File: src/rtl/alu_op_sequencer.sv
// Three-state sequencer (IDLE/EXEC/DONE) that drives the lab ALU mux and captures its result.
// Define ALU_OP_SEQUENCER_ZERO_FLAG_EN to add the registered 'zero' output.
module alu_op_sequencer #(
   parameter int WIDTH = 8,
   parameter int CNT_W = 8
) (
   input  logic             clk,
   input  logic             rst,
   input  logic             op_valid,
   output logic             op_ready,
   input  logic [1:0]       opcode,
   input  logic             op_load,
   input  logic [WIDTH-1:0] operand,
   output logic [WIDTH-1:0] alu_a,
   output logic [WIDTH-1:0] alu_b,
   output logic [1:0]       control,
   input  logic [WIDTH-1:0] alu_result,
   output logic [WIDTH-1:0] acc,
`ifdef ALU_OP_SEQUENCER_ZERO_FLAG_EN
   output logic             zero,
`endif
   output logic             done,
   output logic             busy,
   output logic [CNT_W-1:0] op_count
);

   typedef enum logic [1:0] {
      IDLE = 2'd0,
      EXEC = 2'd1,
      DONE = 2'd2
   } state_t;

   state_t           state_q, state_d;
   logic [WIDTH-1:0] acc_q, acc_d;
   logic [WIDTH-1:0] opnd_q, opnd_d;
   logic [1:0]       ctrl_q, ctrl_d;
   logic             load_q, load_d;
   logic [CNT_W-1:0] count_q, count_d;

   always_ff @(posedge clk) begin
      if (rst) begin
         state_q <= IDLE;
         acc_q   <= '0;
         opnd_q  <= '0;
         ctrl_q  <= 2'b00;
         load_q  <= 1'b0;
         count_q <= '0;
      end else begin
         state_q <= state_d;
         acc_q   <= acc_d;
         opnd_q  <= opnd_d;
         ctrl_q  <= ctrl_d;
         load_q  <= load_d;
         count_q <= count_d;
      end
   end

   // Operand and opcode are captured only at the accepting edge, so the ALU inputs stay stable afterwards.
   always_comb begin
      state_d = state_q;
      acc_d   = acc_q;
      opnd_d  = opnd_q;
      ctrl_d  = ctrl_q;
      load_d  = load_q;
      count_d = count_q;
      unique case (state_q)
         IDLE: begin
            if (op_valid) begin
               opnd_d  = operand;
               ctrl_d  = opcode;
               load_d  = op_load;
               state_d = EXEC;
            end
         end
         EXEC: begin
            acc_d   = load_q ? opnd_q : alu_result;
            state_d = DONE;
         end
         DONE: begin
            if (count_q != {CNT_W{1'b1}}) begin
               count_d = count_q + 1'b1;
            end
            state_d = IDLE;
         end
         default: state_d = IDLE;
      endcase
   end

`ifdef ALU_OP_SEQUENCER_ZERO_FLAG_EN
   logic zero_q;

   always_ff @(posedge clk) begin
      if (rst) begin
         zero_q <= 1'b1;
      end else if (state_q == EXEC) begin
         zero_q <= (acc_d == '0);
      end
   end

   assign zero = zero_q;
`endif

   assign op_ready = (state_q == IDLE);
   assign busy     = (state_q != IDLE);
   assign done     = (state_q == DONE);
   assign alu_a    = acc_q;
   assign alu_b    = opnd_q;
   assign control  = ctrl_q;
   assign acc      = acc_q;
   assign op_count = count_q;

endmodule

File: config.mk
export PLATFORM = sky130hd
export DESIGN_NAME = alu_op_sequencer
export DESIGN_NICKNAME = d
export VERILOG_FILES = /design/src/rtl/alu_op_sequencer.sv
export SDC_FILE = /design/constraint.sdc
export NUM_CORES = 1
export LEC_CHECK = 0
export ABC_AREA = 1
export CAP_MARGIN = 20
export CORE_MARGIN = 2
export CORE_UTILIZATION = 24
export CTS_CLUSTER_DIAMETER = 150
export DETAILED_ROUTE_END_ITERATION = 10
export MAX_ROUTING_LAYER = met4
export SLEW_MARGIN = 20
export SYNTH_ARGS = -nofsm -noshare
export SYNTH_HDL_FRONTEND = slang
export SYNTH_SLANG_ARGS = --single-unit
File: constraint.sdc
create_clock -name clk -period 2.9 [get_ports clk]
set_input_delay 0.435 -clock clk [delete_from_list [all_inputs] [get_ports clk]]
set_output_delay 0.435 -clock clk [all_outputs]
set_load 0.01 [all_outputs]
Word level (Yosys, flattened, before mapping)

Cells that the tools add are included.

Register bits: 29
Latch bits: 0
Memory bits (writable): 0
Memory bits (read-only): 0
Bits of input ports: 22
Output and inout port bits: 37
Word-level logic and storage cells: 18
Memories kept: 0

$add $sub $neg: 1
Multiply operators: 0
Divide/modulo/power cells: 0
Magnitude comparators: 0
Equal/unequal tests: 4
Shift operators: 0
Multiplexer cells: 3
Bitwise operators: 0
Reductions and logical operators: 4

Operator list:

| cell                                                            | number |
|---|---|
| 8-bit by 1-bit adder with 8-bit output, second input constant   | 1 |
| 8-bit 2-to-1 mux                                                | 1 |
| 8-bit inequality test, second input constant                    | 1 |
| 2-bit case mux with 2 select lines                              | 1 |
| 2-bit AND reduction                                             | 2 |
| 2-bit by 1-bit == test with 1-bit output, second input constant | 1 |
| 2-bit == test, second input constant                            | 1 |
| 2-bit zero test                                                 | 1 |
| 2-bit 2-to-1 mux                                                | 1 |
| 2-bit inequality test, second input constant                    | 1 |
| 2-bit nonzero test                                              | 1 |

Depth between registers and ports, before layout

Depth in word-level cells: 2
Depth in mapped cells: 8
Mapped depth without buffers: 8

Worst setup path before layout

No wires, ideal clock.

Kind: reg2reg
Start: reg count_q[1] (netlist: op_count[1])
End: reg count_q[1] (netlist: op_count[1])
Library setup time: 116 ps
Data arrival time: 1160 ps
Required time: 2784 ps
Setup slack: 1624 ps
Cell stages (with the launch flop): 9
Buffers on the path: 0
Clock period less this slack: 1276 ps
Cell sequence: dfxtp_1 -> ha_1 -> nand2_2 -> nor2_1 -> nand2_2 -> nand2_2 -> inv_1 -> nor2_1 -> nor2_1

Word-level cells in the longest chain between the ends: 2
Elaborated cells between the ends (all ways): 3
Those cells by class: 1 x add/sub; 1 x eq/ne; 1 x reduce/logical

Ends and longest elaborated chain:

| what                                                                                           | RTL line | text |
|---|---|---|
| start, declared                                                                                | 38       | `logic [CNT_W-1:0] count_q, count_d;` |
| start signal, assigned                                                                         | 54       | `count_q <= count_d;` |
| parallel branches: the longest is 2 deep, another holds 8-bit by 1-bit adder with 8-bit output | -        |  |

Several ways; the timed one is not identified.
A chain may end at the register's enable or synchronous reset.

Worst setup path after layout

Start: reg state_q[1]
End: out op_ready

Word-level cells in the longest chain between the ends: 1

Ends and longest elaborated chain:

| what                   | RTL line | text |
|---|---|---|
| start, declared        | 33       | `state_t state_q, state_d;` |
| start signal, assigned | 49       | `state_q <= state_d;` |
| 2-bit zero test        | 103      | `assign op_ready = (state_q == IDLE);` |
| end, declared          | 10       | `output logic op_ready,` |

Every way passes these cells.

==> impl_metrics.tcl <==
set metrics [dict create \
    netlist_area_um2 1302 \
    setup_ws_ns 1.003 \
    gp_congestion 0.7921 \
    ys_warn_count 0 \
    cts_buffers 5 \
    clock.fmax_ghz 0.5270 \
    p_comb_share_pct 19.0 \
    cts_resized 0 \
    worstHoldPathType "reg2reg" \
    drive_above_1_share_pct 10.13 \
    clk_latency_ns 0.27 \
    timing.final.max_slew_violations 0 \
    clock-sinks 29 \
    num_rows 26 \
    wl_um 3343 \
    grt_pass1_wl_um 5561 \
    peakVddDrop_v 0.0001925 \
    crit_required_ns 2.47 \
    finalCritPeriodShare_pct 65.43 \
    boundaryPins 59 \
    dr_total_vias 1242 \
    fin_skew_ns 0.005917 \
    worst_pin_slew_ns 0.7577 \
    start_kind "flop" \
    clkPwrFrac_pct 33.2 \
    vias_per_cell 4.182 \
    p_sw_mw 0.2428 \
    syn_inst 173 \
    synth_fp_nets 196 \
    period_minus_slack_ns 1.897 \
    cts_root_buffer "clkbuf_8" \
    portBuffers 58 \
    critPathCaptureType "primary output" \
    cts_setup_buffers 0 \
    place_area_um2 1886 \
    leakagePower_nw 0.7768 \
    setup_violations 0 \
    diodes 0 \
    drt_pre_antenna_iters 4 \
    criticalPathCategory "reg2out" \
    clk_pin_slew_ns 0.06 \
    grt-ovfl-total 0 \
    grt_start_max_net_pins 28 \
    synthDistinctLibCells 24 \
    fp.dieH_um 77.67 \
    core_um2 5172 \
    max_slew_margin_pct 49.43 \
    arrival_ns 1.46 \
    finalHoldViolations 0 \
    drt_iter0_drc 72 \
    clock_tree.buffer_depth 2 \
    cts_hold_buf 0 \
    dpl.hpwl_um 2421 \
    antenna_found_initial 0 \
    wl_per_cell_um 11.26 \
    drc_errors 0 \
    intPower_mw 0.6870 \
    rsz0062_at_grt "false" \
    ant_nets 0 \
    cts.htree.levels 2 \
    initial_utilization_pct 25.18 \
    p_seq_share_pct 47.8 \
    finalInstanceArea_um2 1968 \
    cts_tree "done" \
    dieArea_um2 6033 \
    p_per_area_nw_per_um2 472.4 \
    status "completed" \
    critPathMaxFanout 3 \
    fin_nets 249 \
    max-cap-violations 0 \
    grt_usage_pct 11.94 \
    synth_seq_cells 29 \
    die_w_um 77.67 \
    p_sw_share_pct 26.11 \
    total_power_mw 0.9298 \
    first_global_vias 1187 \
    seq_area_frac_synth_pct 44.57 \
    pre_cts_slack_ns 0.9900 \
    areaGrowthSynthToFinish_pct 51.10 \
    setup_tns_ns 0 \
    avgSynthCellArea_um2 7.529 \
]
[cell families after synthesis]
group / synth area share [%]
and+or+nand+nor: 27.57
AOI/OAI and AO/OA: 16.14
buffers and inverters: 10.76
adders and majority gates: 0.9605
DFF: 44.57
[flip-flops by register name (all words and copies together), names as in the netlist]
| register | count |
|---|---|
| op_count | 8 |
| state_q | 2 |
| control | 2 |
| acc | 8 |
| alu_b | 8 |
| load_q | 1 |
[synth_stat cells]
cell type  number  area, um2
a21oi_1        19      95.09
a31oi_1         1      6.260
buf_1           1      3.750
buf_2           2      10.01
buf_4           8      60.06
buf_6           1      11.26
clkinv_1        1      3.750
clkinv_2        1      5.000
clkinv_4        1      8.760
dfxtp_1        29      580.6
ha_1            1      12.51
inv_1           9      33.78
inv_2           1      3.750
nand2_1        20      75.07
nand2_2         5      31.28
nand2_4         2      22.52
nand3_1         6      30.03
nand4_1         1      6.260
nor2_1         38      142.6
nor2_2          1      6.260
nor2_4          4      45.04
o21ai_0        13      65.06
o21ai_1         7      35.03
o21ai_2         1      8.760
[stage by stage]
step | hold WS [ns] | util, % | cells
after floorplan | 0.4869 | - | 173
after detailed placement | 0.4728 | 36.45 | 289
after CTS | 0.4836 | 38.05 | 297
after global routing | 0.5165 | 38.05 | 297
after global placement | 0.4705 | 36.45 | 289
final | 0.4814 | 38.05 | 297
[layout make-up]
type	instances	area, um2
fill	535	3204
multi-input combinational	119	581.8
sequential	29	580.6
timing repair buffer	58	580.6
tap	70	87.58
clock buffer	6	72.57
inverter	13	55.05
clock inverter	2	10.01
[path summary, 6_finish.rpt]
check,startpoint,endpoint,slack (ns),cells past startpoint
setup / recovery,state_q[1],op_ready,1.00,2
hold / removal,op_count[4],op_count[4],0.48,2
setup reg to reg,op_count[1],op_count[1],1.58,8
hold reg to reg,op_count[4],op_count[4],0.48,2
[power groups by stage]
stage | clock [mW] | combinational (mW) | sequential, mW
after floorplan | 0 | 0.0792 | 0.457
after global placement | 0 | 0.178 | 0.452
after detailed placement | 0 | 0.180 | 0.453
after CTS | 0.319 | 0.180 | 0.445
after global routing | 0.340 | 0.196 | 0.448
final | 0.309 | 0.177 | 0.444
[metal layers]
layer | part of all wire [%] | global-route usage, %
met1 | 47 | 14.89
met2 | 46 | 18.36
met3 | 5.7 | 3.837
met4 | 1.0 | 3.750
met5 | 0 | -
[worst max-delay path, cell delays in order, from the launching register on]
cell             delay [ns]
dfxtp_1                0.37
nor2_2                 0.25
clkdlybuf4s50_1        0.58
[cell usage in the layout, fill, tap and decap left out, types with 2 or more instances in the layout]
cell             instances
clkdlybuf4s50_1         58
nor2_1                  38
dfxtp_1                 29
nand2_1                 20
a21oi_1                 19
o21ai_0                 13
inv_1                    9
o21ai_1                  7
nand3_1                  6
nand2_2                  5
clkbuf_8                 5
nor2_4                   4
clkinv_2                 3
nand2_4                  2
Power figures use the tool's default switching activity.
